<file path="src/rtl/tour_pkg.sv">
// Shared constants and FSM state type for the knight-tour command sequencer.
// Abort-on-UART behaviour is selected by the TOUR_CMD_ABORT_EN macro in tour_cmd.
package tour_pkg;

  localparam logic [3:0] OP_CAL     = 4'h0;
  localparam logic [3:0] OP_MOVE    = 4'h2;
  localparam logic [3:0] OP_FANFARE = 4'h3;

  localparam logic [7:0] HEAD_N = 8'h00;
  localparam logic [7:0] HEAD_W = 8'h3F;
  localparam logic [7:0] HEAD_S = 8'h7F;
  localparam logic [7:0] HEAD_E = 8'hBF;

  localparam logic [7:0] RESP_IDLE = 8'hA5;
  localparam logic [7:0] RESP_TOUR = 8'h5A;

  typedef enum logic [2:0] {
    IDLE   = 3'd0,
    VERT   = 3'd1,
    WAIT_V = 3'd2,
    HORZ   = 3'd3,
    WAIT_H = 3'd4
  } state_t;

  function automatic logic [15:0] mk_cmd(input logic [3:0] op,
                                         input logic [7:0] heading,
                                         input logic [3:0] squares);
    return {op, heading, squares};
  endfunction

endpackage

</file>
<file path="src/rtl/tour_move_decode.sv">
// Maps a one-hot knight move to its vertical (N/S) and horizontal (E/W)
// motion commands; a non-one-hot move decodes to zero-square legs.
module tour_move_decode
  import tour_pkg::*;
(
  input  logic [7:0]  move,
  output logic [15:0] vert_cmd,
  output logic [15:0] horz_cmd
);

  // Decode move bit to (heading, squares) for each leg
  always_comb begin
    vert_cmd = mk_cmd(OP_MOVE, HEAD_N, 4'd0);
    horz_cmd = mk_cmd(OP_FANFARE, HEAD_E, 4'd0);
    case (move)
      8'h01: begin
        vert_cmd = mk_cmd(OP_MOVE, HEAD_N, 4'd2);
        horz_cmd = mk_cmd(OP_FANFARE, HEAD_E, 4'd1);
      end
      8'h02: begin
        vert_cmd = mk_cmd(OP_MOVE, HEAD_N, 4'd2);
        horz_cmd = mk_cmd(OP_FANFARE, HEAD_W, 4'd1);
      end
      8'h04: begin
        vert_cmd = mk_cmd(OP_MOVE, HEAD_N, 4'd1);
        horz_cmd = mk_cmd(OP_FANFARE, HEAD_W, 4'd2);
      end
      8'h08: begin
        vert_cmd = mk_cmd(OP_MOVE, HEAD_S, 4'd1);
        horz_cmd = mk_cmd(OP_FANFARE, HEAD_W, 4'd2);
      end
      8'h10: begin
        vert_cmd = mk_cmd(OP_MOVE, HEAD_S, 4'd2);
        horz_cmd = mk_cmd(OP_FANFARE, HEAD_W, 4'd1);
      end
      8'h20: begin
        vert_cmd = mk_cmd(OP_MOVE, HEAD_S, 4'd2);
        horz_cmd = mk_cmd(OP_FANFARE, HEAD_E, 4'd1);
      end
      8'h40: begin
        vert_cmd = mk_cmd(OP_MOVE, HEAD_S, 4'd1);
        horz_cmd = mk_cmd(OP_FANFARE, HEAD_E, 4'd2);
      end
      8'h80: begin
        vert_cmd = mk_cmd(OP_MOVE, HEAD_N, 4'd1);
        horz_cmd = mk_cmd(OP_FANFARE, HEAD_E, 4'd2);
      end
      default: begin
        vert_cmd = mk_cmd(OP_MOVE, HEAD_N, 4'd0);
        horz_cmd = mk_cmd(OP_FANFARE, HEAD_E, 4'd0);
      end
    endcase
  end

endmodule

</file>
<file path="src/rtl/tour_cmd.sv">
// Sequences a solved knight tour into two-leg motion commands, muxed with UART
// commands in IDLE. TOUR_CMD_ABORT_EN: a UART command during a WAIT aborts the tour.
module tour_cmd
  import tour_pkg::*;
#(
  parameter int NUM_MOVES = 24
) (
  input  logic        clk,
  input  logic        rst_n,
  input  logic        start_tour,
  input  logic [7:0]  move,
  output logic [4:0]  mv_indx,
  input  logic [15:0] cmd_UART,
  input  logic        cmd_rdy_UART,
  output logic        clr_cmd_rdy_UART,
  output logic [15:0] cmd,
  output logic        cmd_rdy,
  input  logic        clr_cmd_rdy,
  input  logic        send_resp,
  output logic [7:0]  resp
);

  localparam logic [4:0] LAST_IDX = 5'(NUM_MOVES - 1);

  state_t      state_r, next_s;
  logic [4:0]  mv_indx_r;
  logic [15:0] cmd_r;
  logic        cmd_rdy_r;
  logic [7:0]  resp_r;
  logic [15:0] vert_cmd_s, horz_cmd_s;
  logic        in_leg_s, in_wait_s, abort_s;

  tour_move_decode u_decode (
    .move     (move),
    .vert_cmd (vert_cmd_s),
    .horz_cmd (horz_cmd_s)
  );

  assign in_leg_s  = (state_r == VERT)   || (state_r == HORZ);
  assign in_wait_s = (state_r == WAIT_V) || (state_r == WAIT_H);

`ifdef TOUR_CMD_ABORT_EN
  logic abort_r;

  // Remember a UART request seen while waiting; honoured at the next send_resp
  always_ff @(posedge clk) begin
    if (!rst_n) begin
      abort_r <= 1'b0;
    end else if (state_r == IDLE) begin
      abort_r <= 1'b0;
    end else if (in_wait_s && cmd_rdy_UART) begin
      abort_r <= 1'b1;
    end else begin
      abort_r <= abort_r;
    end
  end

  assign abort_s = abort_r | (in_wait_s & cmd_rdy_UART);
`else
  assign abort_s = 1'b0;
`endif

  // Next-state logic; a clear is only accepted once cmd_rdy is actually up
  always_comb begin
    next_s = state_r;
    case (state_r)
      IDLE: begin
        if (start_tour) next_s = VERT;
        else            next_s = IDLE;
      end
      VERT: begin
        if (clr_cmd_rdy && cmd_rdy_r) next_s = WAIT_V;
        else                          next_s = VERT;
      end
      WAIT_V: begin
        if (send_resp) next_s = abort_s ? IDLE : HORZ;
        else           next_s = WAIT_V;
      end
      HORZ: begin
        if (clr_cmd_rdy && cmd_rdy_r) next_s = WAIT_H;
        else                          next_s = HORZ;
      end
      WAIT_H: begin
        if (send_resp) begin
          if (abort_s || (mv_indx_r == LAST_IDX)) next_s = IDLE;
          else                                    next_s = VERT;
        end else begin
          next_s = WAIT_H;
        end
      end
      default: next_s = IDLE;
    endcase
  end

  // State, move index, registered command handshake and response byte
  always_ff @(posedge clk) begin
    if (!rst_n) begin
      state_r   <= IDLE;
      mv_indx_r <= 5'd0;
      cmd_r     <= 16'h0000;
      cmd_rdy_r <= 1'b0;
      resp_r    <= RESP_IDLE;
    end else begin
      state_r   <= next_s;
      cmd_rdy_r <= in_leg_s && !(clr_cmd_rdy && cmd_rdy_r);
      // cmd is captured only while cmd_rdy is low so it stays stable once offered
      if (!cmd_rdy_r && (state_r == VERT))      cmd_r <= vert_cmd_s;
      else if (!cmd_rdy_r && (state_r == HORZ)) cmd_r <= horz_cmd_s;
      else                                      cmd_r <= cmd_r;
      if ((state_r == IDLE) && start_tour)           mv_indx_r <= 5'd0;
      else if ((state_r == WAIT_H) && (next_s == VERT)) mv_indx_r <= mv_indx_r + 5'd1;
      else                                           mv_indx_r <= mv_indx_r;
      if (next_s == IDLE)              resp_r <= RESP_IDLE;
      else if (in_wait_s && send_resp) resp_r <= RESP_TOUR;
      else                             resp_r <= resp_r;
    end
  end

  // IDLE forwards the UART channel; otherwise the tour owns the command port
  always_comb begin
    if (state_r == IDLE) begin
      cmd              = cmd_UART;
      cmd_rdy          = cmd_rdy_UART;
      clr_cmd_rdy_UART = clr_cmd_rdy;
    end else begin
      cmd              = cmd_r;
      cmd_rdy          = cmd_rdy_r;
      clr_cmd_rdy_UART = 1'b0;
    end
  end

  assign mv_indx = mv_indx_r;
  assign resp    = resp_r;

endmodule

</file>
<file path="config.mk">
export PLATFORM = sky130hd
export DESIGN_NAME = tour_cmd
export DESIGN_NICKNAME = d
export VERILOG_FILES = /design/src/rtl/tour_pkg.sv /design/src/rtl/tour_move_decode.sv /design/src/rtl/tour_cmd.sv
export SDC_FILE = /design/constraint.sdc
export NUM_CORES = 1
export LEC_CHECK = 0
export CAP_MARGIN = 20
export CORE_ASPECT_RATIO = 1.75
export CORE_MARGIN = 1
export CORE_UTILIZATION = 40
export CTS_CLUSTER_DIAMETER = 80
export DETAILED_ROUTE_END_ITERATION = 6
export PLACE_DENSITY_LB_ADDON = 0.25
export SETUP_SLACK_MARGIN = 0.05
export SLEW_MARGIN = 10
export SYNTH_ARGS = -nofsm -noshare
export SYNTH_HDL_FRONTEND = slang
export SYNTH_SLANG_ARGS = --single-unit
</file>
<file path="constraint.sdc">
create_clock -name clk -period 3.1 [get_ports clk]
set_input_delay 0.465 -clock clk [delete_from_list [all_inputs] [get_ports clk]]
set_output_delay 0.465 -clock clk [all_outputs]
set_load 0.01 [all_outputs]
</file>
==> impl_metrics.py <==
metrics = {
    "outcome": {
        "run_status": "complete, but fails checks",
        "failed_checks": "DRC",
    },
    "yosys": {
        "synth-compound-area-share_pct": 19.6,
        "simple_gate_portion_of_the_synthesized_area_pct": 26.6,
        "synth.lib_cells_used.distinct": 44,
        "synth.largest_area_cell": "dfxtp_1",
        "yosysSeqAreaShare_pct": 29.1,
        "synth-seq-cells": 18,
        "synth-xor-area-share_pct": 6.36,
        "post-synth-top-area-fraction_pct": 29.1,
        "synth_mux_area_share_pct": 8.07,
        "synth_top_family_by_area": "simple AND/OR/NAND/NOR gates",
        "postSynthAreaPerCell_sq_um": 8.38,
        "synthesis.instances": 148,
        "syn_area_sq_um": 1240,
        "post_synth_fa_ha_maj_area_fraction_pct": 1.01,
        "number_of_nets_produced_by_synthesis": 179,
        "yosys_warnings": 0,
        "post_synth_main_area_contributors": "dfxtp_1 29%, mux2_2 7.3%, xor2_1 5.7%",
    },
    "sta": {
        "relSlewSlack_pct": 61.7,
        "tightestPinTransition_ns": 0.573,
        "drv_slew": 0,
        "timing.setup.tns_ns": 0,
        "fmaxAchievable_ghz": 0.350,
        "layout_worst_path_cycle_share_pct": 92.3,
        "fin_worst_skew_ns": 0.000544,
        "final_period_minus_worst_setup_slack_ns": 2.86,
        "report.final.hold_viol_count": 0,
        "rsz0062_at_grt": "no",
        "finalSetupViolCount": 0,
    },
    "grt": {
        "grt_first_pass_wirelength_um": 5000,
        "grt_max_degree": 20,
        "global_route.overflow_total": 0,
        "antenna_found_initial": 0,
        "number_of_global_route_vias_before_repair": 1238,
        "global_route_usage_over_all_layers_pct": 19.3,
    },
    "hold_path": {
        "hold_path_depth": 1,
        "worst_min_delay_path_class": "register to register",
        "min_to": "cmd_r[13]",
        "min-delay-start": "cmd_r[13]",
    },
    "die": {
        "pin_count": 61,
        "floorplan.die_area_sq_um": 3340,
        "fp.dieH_um": 75.7,
        "core.rowCount": 26,
        "core_sq_um": 2930,
        "starting_density_of_the_core_pct": 42.4,
        "floorplan.die.width_um": 44.1,
    },
    "critical_path": {
        "worst-r2r-cell-count": 5,
        "cp-start-kind": "register",
        "timing.critical_path.to_type": "primary output",
        "worstReg2RegStart": "state_r[0]",
        "path_class": "register to primary output",
        "max_fanout_on_critical_path": 19,
        "crit_required_ns": 2.63,
        "r2r_end": "cmd_r[9]",
        "worst-r2r-setup-slack_ns": 1.52,
        "worst_ep_arrival_time_ns": 2.40,
        "worstSetupStartpoint": "state_r[1]",
    },
    "clock_network": {
        "clock_latency_of_the_later_clocked_register_in_the_worst_skew_pair_ns": 0.24,
        "clkTransAtPathRegs_ns": 0.06,
        "cts.repair.resized": 0,
        "cts_tree": "built",
        "htree_num_levels": 1,
        "cts-root-to-sink-buffers": 2,
        "numClockSinks": 18,
        "cts_post_setup_buffers_inserted": 0,
        "tritoncts.num_buffers": 3,
        "cts_root_buf": "clkbuf_8",
        "ctsHoldBuffers": 0,
    },
    "route": {
        "wire_per_inst_um": 13.7,
        "antenna_violating_nets_post_route": 0,
        "drt_wl_total_um": 3080,
        "via_per_inst": 5.65,
        "drcViolationCount": 3,
        "vias": 1272,
        "detailedRoute.firstIterationViolations": 18,
        "drt_first_pass_iters": 7,
    },
    "power_and_ir_drop": {
        "power.leakage_nw": 0.703,
        "pwr_density_cell_nw_per_um2": 317,
        "peakVddDrop_uv": 206,
        "power_mw": 0.583,
    },
    "layout": {
        "fillCellCount": 257,
        "multi_input_combinational_cell_area_sq_um": 769,
        "layout.cells.most_common_list": "60 x clkdlybuf4s50_1, 18 x dfxtp_1, 12 x nand2_1",
        "design.final.nets": 230,
        "final_layout_size_suffix_gt1_share_pct": 8.63,
        "register_area_sq_um": 360,
        "antennaDiodeCount": 0,
        "layout_commonest_cell": "clkdlybuf4s50_1",
        "area_delta_synth_final_pct": 48.4,
    },
    "placed_design": {
        "port_bufs": 60,
        "dp_hpwl_um": 2420,
        "gpl.final_weighted_congestion": 0.787,
    },
    "job": {
        "timing.max_cap.violations": 0,
    },
}
cells by family (layout without fill, tap and decap cells):
logic type / count (synthesis) / in the layout
simple gates: 56 / 56
fa+ha+maj: 1 / 1
mux: 9 / 9
compound gates: 34 / 34
xor+xnor: 9 / 9
buf+inv: 21 / 70
flops: 18 / 18
flip-flops by register name, indices dropped and copies added (netlist names):
name / cells
cmd_rdy_r: 1
resp: 2
cmd_r: 7
state_r: 3
mv_indx: 5
cell usage after synthesis (all sizes together):
cell	n
nand3b	4
nor2b	3
xor2	8
and3	1
a21oi	4
nand4	1
ha	1
nor3	2
nor3b	3
o2111ai	3
nand3	6
mux2i	1
and4bb	1
and4b	1
o22ai	2
clkbuf	4
inv	5
or4b	2
o211ai	1
a21o	7
o21bai	1
xnor2	1
a221oi	1
nor4b	2
a211o	1
nor2	8
a21boi	3
o21a	1
o21ai	5
a31oi	3
nand2b	1
buf	12
a32oi	1
o311ai	1
nor4	2
and2	5
nand2	12
nand4b	2
dfxtp	18
mux2	8
routing by layer:
metal,share of wire [%],track usage (%),vias to the layer above
met2,60,37.4,43
met3,3.9,2.37,4
li1,-,-,625
met4,1.1,9.76,0
met5,0,0,-
met1,35,19.4,600
cell type report:
type / count / share of cell area (%)
Clock buffer: 3 / 2.24
Inverter: 5 / 1.02
Multi-Input combinational cell: 109 / 41.8
Sequential cell: 18 / 19.6
Tap cell: 28 / 1.90
Timing Repair Buffer: 62 / 33.4
stage by stage:
stage / area (sq um) / utilization [%] / hold slack [ns] / setup slack [ns] / instances
floorplan: 1240 / - / 0.437 / 1.39 / 148
global placement: 1800 / 61.5 / 0.447 / 0.586 / 222
detailed placement: 1800 / 61.5 / 0.449 / 0.532 / 222
CTS: 1840 / 62.9 / 0.466 / 0.242 / 225
global route: 1840 / 62.9 / 0.487 / 0.0863 / 225
finish: 1840 / 62.9 / 0.461 / 0.240 / 225
power breakdown:
part           leakage [nW]  total (mW)  switching, mW  internal (mW)
Combinational         0.535       0.179         0.0712          0.108
Clock                0.0216       0.158         0.0718         0.0861
Sequential            0.146       0.246        0.00798          0.238
Total                 0.703       0.583          0.151          0.432
worst max-delay path: stages (launching register included):
cell             delay [ns]
dfxtp_1                0.49
nor3_2                 0.54
buf_4                  0.28
mux2_2                 0.35
clkdlybuf4s50_1        0.48
worst max path at each step:
| stage | to | slack [ns] | cells past startpoint |
|---|---|---|---|
| after floorplan | cmd[0] | 1.39 | 4 |
| after global placement | cmd[10] | 0.59 | 4 |
| after detailed placement | cmd_rdy | 0.53 | 4 |
| after CTS | cmd_rdy | 0.24 | 4 |
| after global routing | cmd[9] | 0.09 | 5 |
| final | cmd_rdy | 0.24 | 4 |
Power figures use the tool's default switching activity.
